===== config.mk =====
export PLATFORM = sky130hd
export DESIGN_NAME = instr_fetch_unit
export DESIGN_NICKNAME = d
export VERILOG_FILES = /design/src/rtl/fe_pkg.sv /design/src/rtl/ifu_timeout_counter.sv /design/src/rtl/instr_fetch_unit.sv
export SDC_FILE = /design/constraint.sdc
export NUM_CORES = 1
export LEC_CHECK = 0
export CELL_PAD_IN_SITES_DETAIL_PLACEMENT = 2
export CELL_PAD_IN_SITES_GLOBAL_PLACEMENT = 2
export CORE_MARGIN = 3
export CORE_UTILIZATION = 28
export CTS_CLUSTER_SIZE = 30
export DETAILED_ROUTE_END_ITERATION = 10
export PLACE_DENSITY_LB_ADDON = 0.05
export SLEW_MARGIN = 10
export SYNTH_ARGS = -nofsm -noshare
export SYNTH_HDL_FRONTEND = slang
export SYNTH_SLANG_ARGS = --single-unit

===== constraint.sdc =====
create_clock -name clk -period 2.51 [get_ports clk]
set_input_delay 0.251 -clock clk [delete_from_list [all_inputs] [get_ports clk]]
set_output_delay 0.251 -clock clk [all_outputs]
set_load 0.05 [all_outputs]

===== src/rtl/fe_pkg.sv =====
// rtl/fe_pkg.sv - shared types and constants for the instruction fetch unit
package fe_pkg;

  localparam logic [31:0] IFU_RESET_PC_DEFAULT = 32'h0040_0000;
  localparam logic [31:0] IFU_NOP_INSTR        = 32'h0000_0013;

  typedef enum logic [2:0] {
    IF_IDLE,
    IF_REQ,
    IF_WAIT,
    IF_DONE,
    IF_FAULT
  } IFU_STATE_t;

  typedef enum logic [1:0] {
    FAULT_NONE,
    FAULT_MISALIGNED,
    FAULT_BUS_ERR,
    FAULT_TIMEOUT
  } IFU_FAULT_t;

  typedef enum logic [6:0] {
    OP_LOAD   = 7'b0000011,
    OP_FENCE  = 7'b0001111,
    OP_I_TYPE = 7'b0010011,
    OP_AUIPC  = 7'b0010111,
    OP_STORE  = 7'b0100011,
    OP_R_TYPE = 7'b0110011,
    OP_LUI    = 7'b0110111,
    OP_BRANCH = 7'b1100011,
    OP_JALR   = 7'b1100111,
    OP_JAL    = 7'b1101111,
    OP_SYSTEM = 7'b1110011
  } RV32I_OPCODE_t;

endpackage


===== src/rtl/ifu_timeout_counter.sv =====
// rtl/ifu_timeout_counter.sv - bus wait counter; tc flags the last allowed cycle
module ifu_timeout_counter #(
  parameter int unsigned LIMIT = 16
) (
  input  logic clk,
  input  logic rst,
  input  logic clr,
  input  logic en,
  output logic tc
);

  localparam int unsigned W = $clog2(LIMIT + 1);

  logic [W-1:0] cnt_q, cnt_d;

  always_comb begin
    cnt_d = cnt_q;
    if (clr)     cnt_d = '0;
    else if (en) cnt_d = cnt_q + W'(1);
  end

  always_ff @(posedge clk or negedge rst) begin
    if (!rst) cnt_q <= '0;
    else      cnt_q <= cnt_d;
  end

  // Count is cleared on the edge into IF_REQ, so LIMIT-1 marks the LIMIT-th busy cycle.
  assign tc = en && (cnt_q == W'(LIMIT - 1));

endmodule


===== src/rtl/instr_fetch_unit.sv =====
// rtl/instr_fetch_unit.sv - RV32I fetch stage (PC, IR, imem handshake); IFU_BUS_TIMEOUT_EN adds bus timeout
module instr_fetch_unit
  import fe_pkg::*;
#(
  parameter logic [31:0]  RESET_PC       = IFU_RESET_PC_DEFAULT,
  parameter int unsigned  TIMEOUT_CYCLES = 16
) (
  input  logic          clk,
  input  logic          rst,
  input  logic          fetch_start,
  input  logic          pc_update_en,
  input  logic [31:0]   next_pc,
  output logic          imem_req,
  output logic [31:0]   imem_addr,
  input  logic          imem_gnt,
  input  logic          imem_rvalid,
  input  logic [31:0]   imem_rdata,
  input  logic          imem_err,
  output logic [31:0]   pc,
  output logic [31:0]   pc_plus4,
  output logic [31:0]   instr,
  output RV32I_OPCODE_t opcode,
  output logic          instr_valid,
  output logic          fetch_busy,
  output logic          fetch_fault,
  output IFU_FAULT_t    fault_cause
);

  IFU_STATE_t  state_q, state_d;
  logic [31:0] pc_q, pc_d;
  logic [31:0] instr_q, instr_d;
  logic [31:0] pend_pc_q, pend_pc_d;
  logic        pend_q, pend_d;
  logic        instr_valid_q, instr_valid_d;
  logic        imem_req_q, imem_req_d;
  logic        busy_q, busy_d;
  logic        fault_q, fault_d;
  IFU_FAULT_t  cause_q, cause_d;

  logic        tmo_hit;
  logic        rsp;
  logic        take_fault;
  IFU_FAULT_t  new_cause;
  logic [31:0] fetch_pc;

`ifdef IFU_BUS_TIMEOUT_EN
  logic tmo_clr;
  assign tmo_clr = (state_d == IF_REQ) && (state_q != IF_REQ);

  ifu_timeout_counter #(.LIMIT(TIMEOUT_CYCLES)) u_timeout (
    .clk (clk),
    .rst (rst),
    .clr (tmo_clr),
    .en  (busy_q),
    .tc  (tmo_hit)
  );
`else
  logic unused_tmo_cfg;
  assign unused_tmo_cfg = (TIMEOUT_CYCLES != 0);
  assign tmo_hit        = 1'b0;
`endif

  always_comb begin
    state_d       = state_q;
    pc_d          = pc_q;
    instr_d       = instr_q;
    instr_valid_d = 1'b0;
    imem_req_d    = imem_req_q;
    fault_d       = fault_q;
    cause_d       = cause_q;
    pend_d        = pend_q;
    pend_pc_d     = pend_pc_q;
    take_fault    = 1'b0;
    new_cause     = FAULT_NONE;
    // A same-cycle PC update steers the new fetch (bypass).
    fetch_pc      = pc_update_en ? next_pc : pc_q;
    rsp           = imem_rvalid &&
                    (((state_q == IF_REQ) && imem_gnt) || (state_q == IF_WAIT));

    case (state_q)
      IF_IDLE, IF_FAULT: begin
        if (pc_update_en) pc_d = next_pc;
        if (fetch_start) begin
          if (fetch_pc[1:0] != 2'b00) begin
            take_fault = 1'b1;
            new_cause  = FAULT_MISALIGNED;
          end else begin
            state_d    = IF_REQ;
            imem_req_d = 1'b1;
            fault_d    = 1'b0;
            cause_d    = FAULT_NONE;
          end
        end else if (pc_update_en && (state_q == IF_FAULT)) begin
          state_d = IF_IDLE;
          fault_d = 1'b0;
          cause_d = FAULT_NONE;
        end
      end
      IF_REQ, IF_WAIT: begin
        // PC must stay put while the address is on the bus; park the update.
        if (pc_update_en) begin
          pend_d    = 1'b1;
          pend_pc_d = next_pc;
        end
        if ((state_q == IF_REQ) && imem_gnt) begin
          imem_req_d = 1'b0;
          state_d    = IF_WAIT;
        end
        if (rsp && !imem_err) begin
          instr_d       = imem_rdata;
          instr_valid_d = 1'b1;
          state_d       = IF_DONE;
        end else if (rsp) begin
          take_fault = 1'b1;
          new_cause  = FAULT_BUS_ERR;
        end else if (tmo_hit) begin
          take_fault = 1'b1;
          new_cause  = FAULT_TIMEOUT;
        end
      end
      IF_DONE: begin
        state_d = IF_IDLE;
        if (pc_update_en) pc_d = next_pc;
        else if (pend_q)  pc_d = pend_pc_q;
        pend_d = 1'b0;
      end
      default: state_d = IF_IDLE;
    endcase

    if (take_fault) begin
      state_d    = IF_FAULT;
      imem_req_d = 1'b0;
      fault_d    = 1'b1;
      cause_d    = new_cause;
      if (pend_d) pc_d = pend_pc_d;
      pend_d     = 1'b0;
    end

    busy_d = (state_d == IF_REQ) || (state_d == IF_WAIT);
  end

  always_ff @(posedge clk or negedge rst) begin
    if (!rst) begin
      state_q       <= IF_IDLE;
      pc_q          <= RESET_PC;
      instr_q       <= IFU_NOP_INSTR;
      instr_valid_q <= 1'b0;
      imem_req_q    <= 1'b0;
      busy_q        <= 1'b0;
      fault_q       <= 1'b0;
      cause_q       <= FAULT_NONE;
      pend_q        <= 1'b0;
      pend_pc_q     <= '0;
    end else begin
      state_q       <= state_d;
      pc_q          <= pc_d;
      instr_q       <= instr_d;
      instr_valid_q <= instr_valid_d;
      imem_req_q    <= imem_req_d;
      busy_q        <= busy_d;
      fault_q       <= fault_d;
      cause_q       <= cause_d;
      pend_q        <= pend_d;
      pend_pc_q     <= pend_pc_d;
    end
  end

  assign imem_req    = imem_req_q;
  assign imem_addr   = pc_q;
  assign pc          = pc_q;
  assign pc_plus4    = pc_q + 32'd4;
  assign instr       = instr_q;
  assign opcode      = RV32I_OPCODE_t'(instr_q[6:0]);
  assign instr_valid = instr_valid_q;
  assign fetch_busy  = busy_q;
  assign fetch_fault = fault_q;
  assign fault_cause = cause_q;

endmodule

==> results.cfg, run 1 <==
[logic_synthesis]
yosysWarnings = 0
synth_area_leaders = dfrtp_1 41%, mux2_2 15%, buf_4 5.4%
syn_nets = 643
ys_dominant_reg_cell = dfrtp_1
synth_commonest_cells = 102 x dfrtp_1, 83 x mux2_2, 73 x nand2_1, 45 x buf_4
synth_cells = 571
synth_most_common_cell = dfrtp_1
synth_edf_count = 0
ys_async_sr_fraction_pct = 100
syn-mean-instance-area_um2 = 10.9
syn_area_um2 = 6250
synthDominantCellAreaShare_pct = 40.8
synth_cell_types = 53
yosysSeqAreaShare_pct = 42.5
yosysTopAreaCell = dfrtp_1
ys_seq_elements = 106

[global_route]
gr-total-overflow = 0
grt_max_degree = 66
antenna_found_initial = 0
track_usage_pct = 18.2
grt_pass1_vias = 6133
grt_pass1_wl_um = 35100

[worst_setup_path]
critical_path_class = reg2out
end_kind = output pin
critPathMaxFanout = 8
cp-start-kind = flip-flop
required_ps = 2260
worstPathArrival_ps = 2190

[cells_and_area]
finish.utilization_pct = 43.1
nets = 825
finalInstanceArea_um2 = 9440
drive_above_1_share_pct = 29.7
area_delta_synth_final_pct = 51.1
layout.cells.non_filler = 1038
antennaDiodeCount = 0

[floorplan]
dieHeight_um = 155
start_util_pct = 28.6
core-area_um2 = 21900
die-area_um2 = 24200
fp.dieW_um = 155
row_count = 54
io_pins = 212

[route]
drtAntennaViolNets = 0
dr.first_iter.drc_count = 205
wire_per_inst_um = 21.2
vias_per_cell = 5.16
drc_errors = 0
dr.pass1.iters = 4
wl_um = 22000
vias = 5361

[clock_network]
cts_sinks = 106
clk_path_buf_depth = 2
clk_pin_slew_ps = 80
insertion_delay_ps = 350
cts-buffers-inserted = 9
holdBufCountCts = 0
cts_tree = yes
clock-root-buffer = clkbuf_16
htreeDepth = 3

[power]
power_mw = 15.3
ir_drop_mv = 0.494
power_density_nw_per_um2 = 1620
leakagePower_nw = 3.91

[sta]
worst_slew_pin_slew_ps = 942
fin_ws_ps = 67.3
maxSlewHeadroom_pct = 37.0
setup_viol = 0
fin_tns_setup_ps = 0
max_clock_freq_ghz = 0.409
slew_violations = 0
hold_violations = 0
fin_hold_ws_ps = 34.4
post-route-period-util_pct = 97.3
clock_skew_ps = 6.42
rsz0062_at_grt = true
post-route-min-period_ps = 2440

[job]
maxCapViolCount = 0

[place]
gp_congestion = 0.823
dp_cells = 1004
dp_hpwl_um = 15600
port_buffers = 211
dpl_worst_slack_ps = 245
dpl-instance-area_um2 = 8900

[min_path]
min_path_type = in2async

[outcome]
status = finished clean
[worst paths after layout]
check / startpoint / to / slack [ps] / depth (start not counted)
worst max-delay path: imem_addr[3] / pc_plus4[26] / 70 / 7
worst min-delay path: rst / pend_pc_q[26] / 30 / 1
min in group clk: imem_rdata[3] / instr[3] / 490 / 2
max in group asynchronous: rst / imem_addr[8] / 1680 / 2
worst max register to register: state_q[0] / imem_addr[1] / 280 / 5
worst min register to register: fetch_fault / fetch_fault / 500 / 1
[critical path: stages, from the launching register on]
cell     delay [ps]
dfrtp_2         420
ha_2            230
nand2_1         140
nor3_2          230
buf_6           180
nand4_1         220
xnor2_4         250
buf_12          150
[metal layers]
metal  global-route usage [%]  share of wire, %  vias up
met3                     3.50               4.7       17
met4                     4.04               1.1        0
li1                         -                 -     2421
met1                     22.2                42     2787
met5                        0                 0        -
met2                     33.1                52      136
[timing repair]
item,4_1_cts,5_1_grt
pin swaps,2,8
setup buffers,2,16
setup endpoints to repair,10,13
resized for setup,10,12
endpoints found under the hold margin,0,0
[power by group]
part | total, mW | switching, mW | internal, mW
clock | 1.68 | 0.693 | 0.986
combinational | 10.1 | 6.03 | 4.05
sequential | 3.50 | 0.961 | 2.54
total | 15.3 | 7.68 | 7.58
[flip-flops by register name, summed over array words and instances (netlist names)]
name	count
fault_cause	2
instr	32
instr_valid	1
pend_q	1
fetch_fault	1
state_q	3
imem_req	1
pend_pc_q	32
imem_addr	32
fetch_busy	1
[cell usage in the layout, fill, tap and decap left out, types with 2 or more instances in the layout]
cell type / count
xor2_1: 3
and3b_1: 3
clkdlybuf4s50_1: 184
or3b_2: 2
xnor2_1: 7
and3_1: 5
o21ai_0: 3
xnor2_2: 6
clkbuf_16: 9
inv_1: 5
nor2_1: 5
buf_4: 38
mux2_2: 83
a21o_1: 3
clkinv_4: 3
bufinv_16: 3
o211ai_1: 2
nand2_1: 73
nor3_2: 3
dfrtp_1: 86
nand4_1: 8
nor3_1: 6
or2_2: 2
a311oi_1: 2
nor2b_1: 3
dfstp_2: 4
or3_1: 28
a211oi_1: 2
xor2_2: 3
mux2_1: 14
xnor2_4: 10
nand3_1: 19
nor3b_1: 2
a221o_1: 29
dfrtp_2: 16
a32o_1: 29
buf_6: 2
buf_12: 27
[cell families after synthesis]
group                      Yosys count  share of synthesized area [%]
and+or+nand+nor                    173                           14.9
DFF                                106                           42.5
muxes                               97                           17.5
buffers and inverters               86                           9.03
AOI/OAI and AO/OA                   79                           11.7
xor gates and xnor gates            29                           4.18
adders and majority gates            1                          0.200
[area by class of cell]
type | count | area, um2
fill | 2241 | 12400
multi-input combinational | 379 | 3350
timing repair buffer | 252 | 2700
sequential | 106 | 2680
tap | 280 | 350
clock buffer | 9 | 225
clock inverter | 7 | 125
inverter | 5 | 18.8
No activity file was read; power rests on OpenSTA's default activity.
==> run 2: changes to the inputs <==
CORE_UTILIZATION = 31   (was 28)
PLACE_DENSITY = 0.88   (was not set)
PLACE_DENSITY_LB_ADDON = not set   (was 0.05)
clock period = 2.83 ns   (was 2.51 ns; I/O delays follow)
==> results.cfg, run 2 (synthesized netlist as in run 1, its figures left out) <==
[outcome]
status = finished clean

[floorplan]
fp.dieW_um = 148
dieHeight_um = 148
start_util_pct = 31.8
core-area_um2 = 19700
io_pins = 212
row_count = 51
die-area_um2 = 21900

[job]
maxCapViolCount = 0

[sta]
fin_hold_ws_ps = 496
setup_viol = 0
max_clock_freq_ghz = 0.371
post-route-period-util_pct = 95.3
maxSlewHeadroom_pct = 19.2
rsz0062_at_grt = false
post-route-min-period_ps = 2700
clock_skew_ps = 6.06
hold_violations = 0
worst_slew_pin_slew_ps = 1210
slew_violations = 0

[cells_and_area]
finalInstanceArea_um2 = 8950
nets = 801
final_common_cell = clkdlybuf4s50_1
area_delta_synth_final_pct = 43.2
layout.cells.non_filler = 1000
finish.utilization_pct = 45.6
mostFrequentLayoutCells = 186 x clkdlybuf4s50_1, 102 x dfrtp_1, 83 x mux2_2
drive_above_1_share_pct = 22.6

[clock_network]
clk_pin_slew_ps = 70
cts_sinks = 106
cts_tree = yes
htreeDepth = 3
clock-root-buffer = clkbuf_16
insertion_delay_ps = 360
cts-buffers-inserted = 9
clk_path_buf_depth = 2

[route]
drtAntennaViolNets = 0
drc_errors = 0
vias = 5354
dr.pass1.iters = 4
wire_per_inst_um = 22.5
dr.first_iter.drc_count = 199
wl_um = 22500
vias_per_cell = 5.35

[min_path]
hold_path_depth = 1
holdPathEnd = fetch_fault
hp-start = fetch_fault
min_path_type = reg2reg

[power]
leakagePower_nw = 3.74
ir_drop_mv = 0.615
power_density_nw_per_um2 = 1460

[worst_setup_path]
rr_worst_depth = 4
end_kind = output pin
reg2reg_from = imem_addr[0]
worstPathCellList = ha_1, nand2_1, nor4_1, xor2_1, dlygate4sd2_1
critPathMaxFanout = 8
critical_path_class = reg2out
critPathTopFamily = simple AND/OR/NAND/NOR gates
cp-start-kind = flip-flop
cp_slowest_cell = dlygate4sd2_1
cpPeakStageDelay_ps = 540
rrSetupSlack_ps = 280
worst-path-buf-inv = 1
worstPathArrival_ps = 2410
r2r_end = imem_addr[15]
required_ps = 2550

[place]
dp_hpwl_um = 16000
dpl-instance-area_um2 = 8590
gp_congestion = 0.790
dp_cells = 982
port_buffers = 211

[global_route]
grt_pass1_wl_um = 35400
antenna_found_initial = 1
track_usage_pct = 20.4
gr-total-overflow = 0
grt_pass1_vias = 6220
grt_max_degree = 60
-- run 2: area by class of cell --
type / count / area [um2]
fillers: 2014 / 10700
multi-input cells: 379 / 3150
flip-flops and latches: 106 / 2660
repair buffers: 228 / 2450
well taps: 265 / 332
clock buffers: 10 / 229
clock inverters: 6 / 114
inverters: 5 / 18.8
diodes: 1 / 2.50
-- run 2: report_power, final --
part | internal [mW] | switching, mW
clock | 0.870 | 0.609
combinational | 3.23 | 5.26
sequential | 2.23 | 0.869
total | 6.33 | 6.73
-- run 2: worst max-delay path by stage --
stage	startpoint	to	slack, ps	depth (start not counted)
6_report	imem_addr[2]	pc_plus4[16]	130	5
5_1_grt	imem_addr[3]	pc_plus4[16]	7	5
4_1_cts	imem_addr[5]	pc_plus4[9]	4	4
3_5_place_dp	next_pc[0]	imem_addr[15]	-60	5
3_3_place_gp	next_pc[1]	imem_addr[15]	70	5
2_1_floorplan	imem_addr[14]	pc_plus4[27]	-30	4
-- run 2: layer usage --
| metal | track usage, % | part of all wire [%] |
|---|---|---|
| met5 | 0 | 0.058 |
| met4 | 4.43 | 1.4 |
| met3 | 6.04 | 6.4 |
| met2 | 36.5 | 51 |
| met1 | 24.3 | 41 |
-- run 2: timing repair --
item | in CTS | in global routing
hold endpoints to repair | 47 | 0
setup buffers | 0 | 0
gates resized for setup | 2 | 2
endpoints found under the setup margin | 2 | 2
hold buffers | 1 | 0
-- run 2: through the flow --
step	setup slack, ps	total power, mW	TNS (ps)
6_report	132	13.1	0
5_1_grt	7.09	13.7	0
4_1_cts	4.05	13.2	0
3_5_place_dp	-61.8	11.7	-1350
3_3_place_gp	68.3	11.3	0
2_1_floorplan	-28.2	8.77	-28.2
